`src/rtl/vga_timing_gen.sv`:
```
// vga_timing_gen: raster timing generator with pixel/line counters, sync, blanking, de, strobes and frame counter
// Ports:
//   pclk, rst_n (async, active-low), ce (pixel enable)
//   hcount/vcount: raster position; hblnk/vblnk/de: blanking and data-enable
//   hsync/vsync: sync pulses of programmable polarity
//   line_start/frame_start: one-cycle strobes when the position wraps to 0
//   frame_cnt: completed-frame count
module vga_timing_gen #(
    parameter int H_ACTIVE  = 800,
    parameter int H_FP      = 40,
    parameter int H_SYNC    = 128,
    parameter int H_BP      = 88,
    parameter int V_ACTIVE  = 600,
    parameter int V_FP      = 1,
    parameter int V_SYNC    = 4,
    parameter int V_BP      = 23,
    parameter bit HSYNC_POL = 1'b1,
    parameter bit VSYNC_POL = 1'b1,
    parameter int CW        = 12,
    parameter int FCW       = 16
) (
    input  logic           pclk,
    input  logic           rst_n,
    input  logic           ce,
    output logic [CW-1:0]  hcount,
    output logic [CW-1:0]  vcount,
    output logic           hblnk,
    output logic           vblnk,
    output logic           de,
    output logic           hsync,
    output logic           vsync,
    output logic           line_start,
    output logic           frame_start,
    output logic [FCW-1:0] frame_cnt
);
    localparam int H_TOTAL = H_ACTIVE + H_FP + H_SYNC + H_BP;
    localparam int V_TOTAL = V_ACTIVE + V_FP + V_SYNC + V_BP;
    localparam logic [CW-1:0] H_LAST = CW'(H_TOTAL - 1);
    localparam logic [CW-1:0] V_LAST = CW'(V_TOTAL - 1);
    localparam logic [CW-1:0] H_ACT  = CW'(H_ACTIVE);
    localparam logic [CW-1:0] V_ACT  = CW'(V_ACTIVE);
    localparam logic [CW-1:0] H_SS   = CW'(H_ACTIVE + H_FP);
    localparam logic [CW-1:0] H_SE   = CW'(H_ACTIVE + H_FP + H_SYNC);
    localparam logic [CW-1:0] V_SS   = CW'(V_ACTIVE + V_FP);
    localparam logic [CW-1:0] V_SE   = CW'(V_ACTIVE + V_FP + V_SYNC);

    if (H_ACTIVE < 1 || H_FP < 1 || H_SYNC < 1 || H_BP < 1 ||
        V_ACTIVE < 1 || V_FP < 1 || V_SYNC < 1 || V_BP < 1 ||
        H_TOTAL > 2**CW || V_TOTAL > 2**CW) begin : g_bad_params
        $error("vga_timing_gen: zero timing parameter or totals exceed counter width");
    end

    logic          h_wrap, v_wrap, step_line, step_frame;
    logic [CW-1:0] h_nxt, v_nxt;

    // Decode from next-state counters so every registered output matches the registered position.
    always_comb begin
        h_wrap     = hcount == H_LAST;
        v_wrap     = vcount == V_LAST;
        step_line  = ce && h_wrap;
        step_frame = step_line && v_wrap;
        h_nxt      = ce ? (h_wrap ? '0 : hcount + 1'b1) : hcount;
        v_nxt      = step_line ? (v_wrap ? '0 : vcount + 1'b1) : vcount;
    end

    always_ff @(posedge pclk or negedge rst_n) begin
        if (!rst_n) begin
            hcount      <= '0;
            vcount      <= '0;
            hblnk       <= 1'b0;
            vblnk       <= 1'b0;
            de          <= 1'b1;
            hsync       <= ~HSYNC_POL;
            vsync       <= ~VSYNC_POL;
            line_start  <= 1'b0;
            frame_start <= 1'b0;
            frame_cnt   <= '0;
        end else begin
            hcount      <= h_nxt;
            vcount      <= v_nxt;
            hblnk       <= h_nxt >= H_ACT;
            vblnk       <= v_nxt >= V_ACT;
            de          <= h_nxt < H_ACT && v_nxt < V_ACT;
            hsync       <= (h_nxt >= H_SS && h_nxt < H_SE) ^ ~HSYNC_POL;
            vsync       <= (v_nxt >= V_SS && v_nxt < V_SE) ^ ~VSYNC_POL;
            line_start  <= step_line;
            frame_start <= step_frame;
            frame_cnt   <= step_frame ? frame_cnt + 1'b1 : frame_cnt;
        end
    end
endmodule

```
`config.mk`:
```
export PLATFORM = sky130hd
export DESIGN_NAME = vga_timing_gen
export DESIGN_NICKNAME = d
export VERILOG_FILES = /design/src/rtl/vga_timing_gen.sv
export SDC_FILE = /design/constraint.sdc
export NUM_CORES = 1
export LEC_CHECK = 0
export BUFFER_PORTS_ARGS = -buffer_cell sky130_fd_sc_hd__buf_2
export CAP_MARGIN = 0
export CORE_MARGIN = 2
export CORE_UTILIZATION = 58
export DETAILED_ROUTE_END_ITERATION = 7
export GPL_ROUTABILITY_DRIVEN = 1
export GPL_TIMING_DRIVEN = 1
export PLACE_DENSITY = 0.84
export SLEW_MARGIN = 20
export SYNTH_ARGS = -nofsm -noshare
export SYNTH_HDL_FRONTEND = slang
export SYNTH_SLANG_ARGS = --single-unit
export TNS_END_PERCENT = 1
```
`constraint.sdc`:
```
create_clock -name pclk -period 7.9 [get_ports pclk]
set_input_delay 0.395 -clock pclk [delete_from_list [all_inputs] [get_ports pclk]]
set_output_delay 0.395 -clock pclk [all_outputs]
set_load 0.1 [all_outputs]
```
==> impl_metrics.toml, run 1 <==
[status]
status = "completed"

[synth]
synth_cell_type_count = 48
synthArstFlopShare = 1.00
synth_edf_count = 0
syn_nets = 220
ys.flop_type = "dfrtp_1"
yosysWarnings = 0
synth_seq_cells = 47
synth.avg_cell_area_um2 = 10.6
syn_area_um2 = 2270
syn_inst = 214
synth-seq-area-share = 0.518

[power]
switchingPower_w = 0.000231
leakage_nw = 1.41
peakVddDrop_mv = 0.183
seq_power_share = 0.454
power.density_nw_per_um2 = 225
p_sw_frac = 0.383
comb_power_share = 0.249
power.internal_w = 0.000372
p_clk_frac = 0.297

[finish]
fillCellCount = 287
multi_input_area_um2 = 1050
final_cell_mix = "buf_2, dfrtp_1, xnor2_1"
fin_nets = 272
drive_gt1_frac = 0.262
final-seq-area_um2 = 1180
area_growth_pct = 17.8
final_common_cell = "buf_2"
antenna_cells = 0

[die]
die_x_um = 66.6
initial_utilization = 0.612
fp-row-count = 22
die_h_um = 66.6
die-area_um2 = 4440
coreArea_um2 = 3720
top_level_ports = 50

[clock_network]
cts_tree = "yes"
cts_resized = 0
cts_buffers = 5
cts_setup_buffers = 0
clk_pin_slew_ns = 0.09
clk_latency_ns = 0.31
cts_hold_buf = 0
cts.htree.levels = 2
clock-sinks = 47
cts_buffer_depth = 2
root_buffer = "clkbuf_8"

[timing]
setup_viol = 0
finalMaxSlewViolations = 0
setup_tns_ns = 0
hold_viol_final = 0
worstMarginPinSlew_ns = 0.721
fin_crit_ns = 3.01
skew_ns = 0.00920
fmax_ghz = 0.333
slew_headroom = 0.515
fin_crit_sh = 0.381
rsz0062_at_grt = "no"
hold_ws_ns = 0.0768

[place]
port_buffers = 49
gp_congestion = 0.907
place_hpwl_um = 3510

[grt]
grt.busiest_layer = "met2"
antenna_found_initial = 0
grt_overflow_total = 0
track_usage = 0.244
grt_pass1_vias = 1676
grt_max_degree = 48
grt_pass1_wl_um = 7990
grtUsageMet3 = 0.0676
grt_use_met1 = 0.332
grtUsageMet2 = 0.365

[setup_path]
setup.worst_path.end_class = "flop"
cp.arrival_ns = 3.25
crit_fanout = 13
cp.required_ns = 8.14
critPathKind = "reg2reg"
start_kind = "flop"

[route]
vias_per_cell = 5.83
drt_iter0_drc = 127
drc_errors = 0
drt-total-wl_um = 4860
postRouteAntennaNets = 0
post_drt_wl_per_cell_um = 15.4
vias = 1837
first_pass_iters = 6

[job]
cap_violations = 0

[worst_hold_path]
hold_class = "in2async"
## area by class of cell
type	count	share of cell area
well taps	48	0.0224
repair buffers	49	0.0924
clock inverters	3	0.0173
multi-input cells	156	0.393
inverters	7	0.00980
flip-flops and latches	47	0.439
clock buffers	5	0.0257
## worst paths after layout
kind	startpoint	end	cells after the start	slack (ns)
setup / recovery	hcount[8]	frame_cnt[15]	7	4.89
hold / removal	rst_n	hsync	1	0.08
setup reg to reg	hcount[8]	frame_cnt[15]	7	4.89
hold reg to reg	frame_cnt[15]	frame_cnt[15]	1	0.46
max in group asynchronous	rst_n	vcount[5]	1	7.44
min in group pclk	ce	hcount[0]	2	0.36
## layer usage
layer,share of wire,up-vias
li1,-,874
met1,0.46,886
met2,0.46,64
met3,0.060,13
met4,0.024,0
met5,0,-
## power by group through the flow
stage	clock network, W	registers [W]	logic (W)
after detailed placement	0	0.000278	0.000151
after floorplan	0	0.000368	0.0000305
final	0.000179	0.000274	0.000150
after global placement	0	0.000278	0.000150
after global routing	0.000193	0.000277	0.000158
after CTS	0.000182	0.000274	0.000151
## sequential cells by signal (all words and copies together) (netlist names)
register	flops
vcount	12
vsync	1
hsync	1
hblnk	1
line_start	1
hcount	12
frame_start	1
vblnk	1
frame_cnt	16
de	1
## synthesized netlist by cell type, types with 2 or more instances
cell type,number,share of area
clkbuf_1,2,0.0033
mux2_2,2,0.0099
and4_1,4,0.015
xor2_1,9,0.035
or3_1,4,0.011
or4_4,2,0.0099
inv_1,6,0.0099
and2_1,4,0.011
nor3_1,9,0.020
o21ai_1,2,0.0044
and3_1,5,0.014
o21ai_0,4,0.0088
nor2_1,11,0.018
nand4_1,11,0.030
and4b_1,2,0.0088
dfrtp_1,46,0.51
buf_2,2,0.0044
nor4_1,4,0.011
nand3_1,11,0.024
a21oi_1,3,0.0066
xnor2_1,22,0.085
or4_1,2,0.0066
ha_1,3,0.017
nand2_1,20,0.033
## critical path: stages, from the launching register on
cell	delay, ns
dfrtp_1	0.42
or4b_4	0.58
or4_4	0.59
inv_2	0.22
and4_1	0.32
nand4_1	0.27
nor3_1	0.37
xor2_1	0.17
## stage by stage
step                      std cells  utilization  power (W)  cell area (um^2)  setup slack (ns)
after floorplan                 214            -   0.000398              2270              4.53
after global placement          307        0.690   0.000428              2560              4.98
after detailed placement        307        0.690   0.000429              2560              4.92
after CTS                       315        0.721   0.000607              2680              4.91
after global routing            315        0.721   0.000628              2680              4.71
final                           315        0.721   0.000603              2680              4.89
## cells by family (layout without fill, tap and decap cells)
kind of cell / Yosys count / in the layout / synth area share
simple gates: 98 / 98 / 0.248
flops: 47 / 47 / 0.518
fa+ha+maj: 3 / 3 / 0.0165
buf+inv: 11 / 64 / 0.0193
compound gates: 22 / 22 / 0.0699
xor+xnor: 31 / 31 / 0.119
mux: 2 / 2 / 0.00990
Power figures use the tool's default switching activity.
==> run 2: changes to the inputs <==
Settings changed: CORE_UTILIZATION 58 to 48, PLACE_DENSITY 0.84 to 0.75.
Clock period 7.9 ns to 2.5 ns, I/O delays scaled along.
==> impl_metrics.toml, run 2 (synthesis results as in run 1) <==
[timing]
rsz0062_at_grt = "yes"
fin_crit_sh = 1.13
skew_ns = 0.00495
setup_viol = 12
hold_viol_final = 0
fin_crit_ns = 2.83
worst_slack_ns = -0.326
slew_headroom = 0.672
fmax_ghz = 0.354
finalMaxSlewViolations = 0
worstMarginPinSlew_ns = 0.496

[grt]
track_usage = 0.225
grt_pass1_wl_um = 9090
antenna_found_initial = 0
grt_overflow_total = 0
grt_max_degree = 31
grt_pass1_vias = 1946

[finish]
antenna_cells = 0
final_cell_mix = "buf_2, buf_4, dfrtp_1"
drive_gt1_frac = 0.445
largest_register_ffs = 16
final_common_cell = "buf_2"
fin_nets = 313
top_register = "frame_cnt"
fillCellCount = 356
area_growth_pct = 34.9
finalNonFillerCells = 362
reg.largest.list = "frame_cnt: 16 flops, hcount: 12 flops, vcount: 12 flops"
final_area_um2 = 3070

[setup_path]
reg2reg_depth = 7
crit_buf_inv = 1
start_kind = "flop"
crit_fanout = 7
critPathKind = "reg2reg"
rr_endpoint = "vblnk"
path_cells = "or4b_4 > or4_4 > buf_4 > o21ai_2 > nand2_2 > o31a_1 > or4_1"
r2r-start = "hcount[11]"
cp_top_family = "simple AND/OR/NAND/NOR gates"
cp.required_ns = 2.68
r2r_slack_ns = -0.33
cp.arrival_ns = 3.01
setup.worst_path.end_class = "flop"
cp_slowest_stage_delay_ns = 0.55
cp_slowest_cell = "or4b_4"

[route]
first_pass_iters = 4
postRouteAntennaNets = 0
vias = 1967
post_drt_wl_per_cell_um = 15.1
drt_iter0_drc = 92
vias_per_cell = 5.43
drt-total-wl_um = 5460
drc_errors = 0

[die]
die-area_um2 = 5310
coreArea_um2 = 4660
fp-row-count = 25
initial_utilization = 0.488
top_level_ports = 50
die_x_um = 72.8
die_h_um = 72.8

[clock_network]
root_buffer = "clkbuf_8"
cts_buffer_depth = 2
cts_buffers = 5
clk_latency_ns = 0.30
clock-sinks = 47
cts_setup_buffers = 0
clk_pin_slew_ns = 0.09
cts.htree.levels = 2
cts_tree = "yes"

[place]
port_buffers = 49
place_area_um2 = 2910
dp.cells = 353
place_hpwl_um = 4160
dp_slack_ns = -0.301
gp_congestion = 0.851

[worst_hold_path]
worstHoldPathCells = 2
min_from = "ce"
hold_class = "in2reg"
whs_endpoint = "hcount[0]"

[power]
leakage_nw = 1.59
peakVddDrop_mv = 0.741
power.density_nw_per_um2 = 652

[status]
violations = "negative setup slack"
status = "finished, violations left"

[job]
cap_violations = 0
==> run 2: per-layer routing <==
layer	up-vias	GRT usage	wire length (um)
met5	-	0	0
li1	956	-	-
met1	958	0.295	2470
met3	9	0.0580	201
met2	44	0.359	2690
met4	0	0.0864	97
==> run 2: worst max path at each step <==
stage	slack, ns	from	cells after the start	to
detailed placement	-0.30	hcount[11]	7	vblnk
global placement	-0.25	hcount[11]	6	vblnk
floorplan	-0.42	hcount[11]	7	vblnk
finish	-0.33	hcount[11]	7	vblnk
CTS	-0.29	hcount[11]	7	vblnk
global route	-0.42	hcount[11]	7	vblnk
==> run 2: stage by stage <==
step	TNS, ns	total power, W	util	hold slack, ns
final	-2.09	0.00200	0.659	0.124
after global routing	-3.27	0.00208	0.659	0.138
after CTS	-2.31	0.00201	0.655	0.111
after detailed placement	-2.41	0.00144	0.624	0.0726
after global placement	-1.87	0.00143	0.624	0.0788
after floorplan	-4.39	0.00127	-	-0.171
==> run 2: what timing repair did <==
| item | in CTS | in global routing |
|---|---|---|
| hold buffers | 1 | 0 |
| endpoints found under the setup margin | 15 | 19 |
| pin swaps | 2 | 2 |
| cloned | 0 | 0 |
| hold endpoints to repair | 17 | 0 |
| resized for setup | 4 | 5 |
==> run 2: final cells by class <==
class                           count  area (um^2)  area share
Tap cell                           54         67.6      0.0220
Clock inverter                      3         46.3      0.0151
Sequential cell                    47         1210       0.395
Clock buffer                        5         68.8      0.0224
Timing Repair Buffer               90          559       0.182
Inverter                            7         28.8     0.00938
Multi-Input combinational cell    156         1080       0.353
==> run 2: power by group <==
part	internal, W	switching, W	leakage (nW)	total [W]
Combinational	0.000128	0.000443	0.924	0.000571
Clock	0.000301	0.000267	0.0548	0.000568
Sequential	0.000812	0.0000519	0.614	0.000864
==> run 3: changes to the inputs <==
Settings changed: CORE_MARGIN 2 to 4.
==> impl_metrics.toml, run 3 (synthesis results as in run 1) <==
[status]
status = "finished, violations left"
violations = "negative setup slack"

[clock_network]
cts_buffers = 5
cts_buffer_depth = 2
cts_tree = "yes"
cts_setup_buffers = 0
clock-sinks = 47
clk_latency_ns = 0.31
cts.htree.levels = 2
root_buffer = "clkbuf_8"
clk_pin_slew_ns = 0.10

[timing]
slew_headroom = 0.423
worstMarginPinSlew_ns = 0.866
hold_viol_final = 0
skew_ns = 0.00742
setup_viol = 14
fin_crit_ns = 2.85
fmax_ghz = 0.351
finalMaxSlewViolations = 0
fin_crit_sh = 1.14
worst_slack_ns = -0.345
rsz0062_at_grt = "yes"

[die]
die-area_um2 = 5900
initial_utilization = 0.508
coreArea_um2 = 4470
die_h_um = 76.8
top_level_ports = 50
fp-row-count = 24
die_x_um = 76.8

[finish]
largest_register_ffs = 16
final_cell_mix = "buf_2, buf_4, dfrtp_1"
antenna_cells = 0
drive_gt1_frac = 0.452
top_register = "frame_cnt"
fin_nets = 315
fillCellCount = 350
final_common_cell = "buf_2"
fin_util = 0.697
final_area_um2 = 3120
area_growth_pct = 37.1
reg.largest.list = "frame_cnt: 16 flops, hcount: 12 flops, vcount: 12 flops"

[worst_hold_path]
hold_class = "in2reg"
whs_endpoint = "hcount[0]"
min_from = "ce"
worstHoldPathCells = 2

[power]
switchingPower_w = 0.000777
leakage_nw = 1.63
comb_power_share = 0.293
power.density_nw_per_um2 = 650
p_sw_frac = 0.383
peakVddDrop_mv = 0.569
power.internal_w = 0.00125
seq_power_share = 0.419
p_clk_frac = 0.289

[place]
dp_slack_ns = -0.315
place_area_um2 = 2920
place_hpwl_um = 4330
port_buffers = 49
gp_congestion = 0.895

[setup_path]
r2r-start = "hcount[11]"
setup.worst_path.end_class = "flop"
cp.required_ns = 2.69
crit_fanout = 7
r2r_slack_ns = -0.35
rr_endpoint = "vblnk"
reg2reg_depth = 6
critPathKind = "reg2reg"
startpoint = "hcount[11]"
cp.arrival_ns = 3.03
start_kind = "flop"

[route]
wl_met2_um = 2940
wl_met3_um = 253
drt_iter0_drc = 131
routed.top_layer = "met4"
vias = 1968
postRouteAntennaNets = 0
first_pass_iters = 4
drc_errors = 0
drt-met1-wl_um = 2600
post_drt_wl_per_cell_um = 16.2
drt-total-wl_um = 5860
vias_per_cell = 5.44

[grt]
antenna_found_initial = 0
grt_overflow_total = 0
grt_pass1_vias = 2021
grt_pass1_wl_um = 10000
track_usage = 0.215
grt_max_degree = 39

[job]
cap_violations = 0
run 3: metrics by stage:
| stage | hold WS (ns) | total power, W | instances | TNS, ns |
|---|---|---|---|---|
| 2_1_floorplan | -0.171 | 0.00127 | 214 | -4.39 |
| 3_3_place_gp | 0.279 | 0.00144 | 353 | -1.94 |
| 3_5_place_dp | 0.294 | 0.00145 | 353 | -2.48 |
| 4_1_cts | 0.0867 | 0.00204 | 362 | -2.60 |
| 5_1_grt | 0.120 | 0.00212 | 362 | -3.97 |
| 6_report | 0.0895 | 0.00203 | 362 | -2.53 |
run 3: metal layers:
layer  track usage  vias up
met5             0        -
met4        0.0652        0
met3        0.0410        5
met2         0.354       47
met1         0.287      955
li1              -      961
run 3: power groups by stage:
stage               clock network (W)  registers (W)  logic [W]
global placement                    0       0.000862   0.000577
global route                 0.000637       0.000858   0.000626
detailed placement                  0       0.000864   0.000589
floorplan                           0        0.00118  0.0000952
finish                       0.000585       0.000849   0.000594
CTS                          0.000595       0.000849   0.000597
run 3: worst max path at each step:
stage                 end  depth (start not counted)
CTS                 vblnk                          6
finish              vblnk                          6
detailed placement     de                          7
global placement    vblnk                          7
global route        vblnk                          6
floorplan           vblnk                          7
run 3: final cells by class:
| class | instances | area (um^2) | area share |
|---|---|---|---|
| flip-flops and latches | 47 | 1210 | 0.389 |
| multi-input cells | 156 | 1130 | 0.361 |
| repair buffers | 92 | 571 | 0.183 |
| clock buffers | 5 | 68.8 | 0.0221 |
| well taps | 52 | 65.1 | 0.0209 |
| clock inverters | 3 | 46.3 | 0.0148 |
| inverters | 7 | 28.8 | 0.00923 |
run 3: critical path, stage by stage, from the launching register on:
cell and delay, ns:
dfrtp_4 0.48, or4b_4 0.55, or4_4 0.50, or3_1 0.39, and4b_1 0.19, and4b_1 0.20, or4_1 0.39
run 3: timing repair:
item,in CTS,in global routing
hold buffers,1,0
endpoints found under the setup margin,15,19
gates cloned,0,0
endpoints found under the hold margin,36,0
resized for setup,5,8
pin swaps,0,4
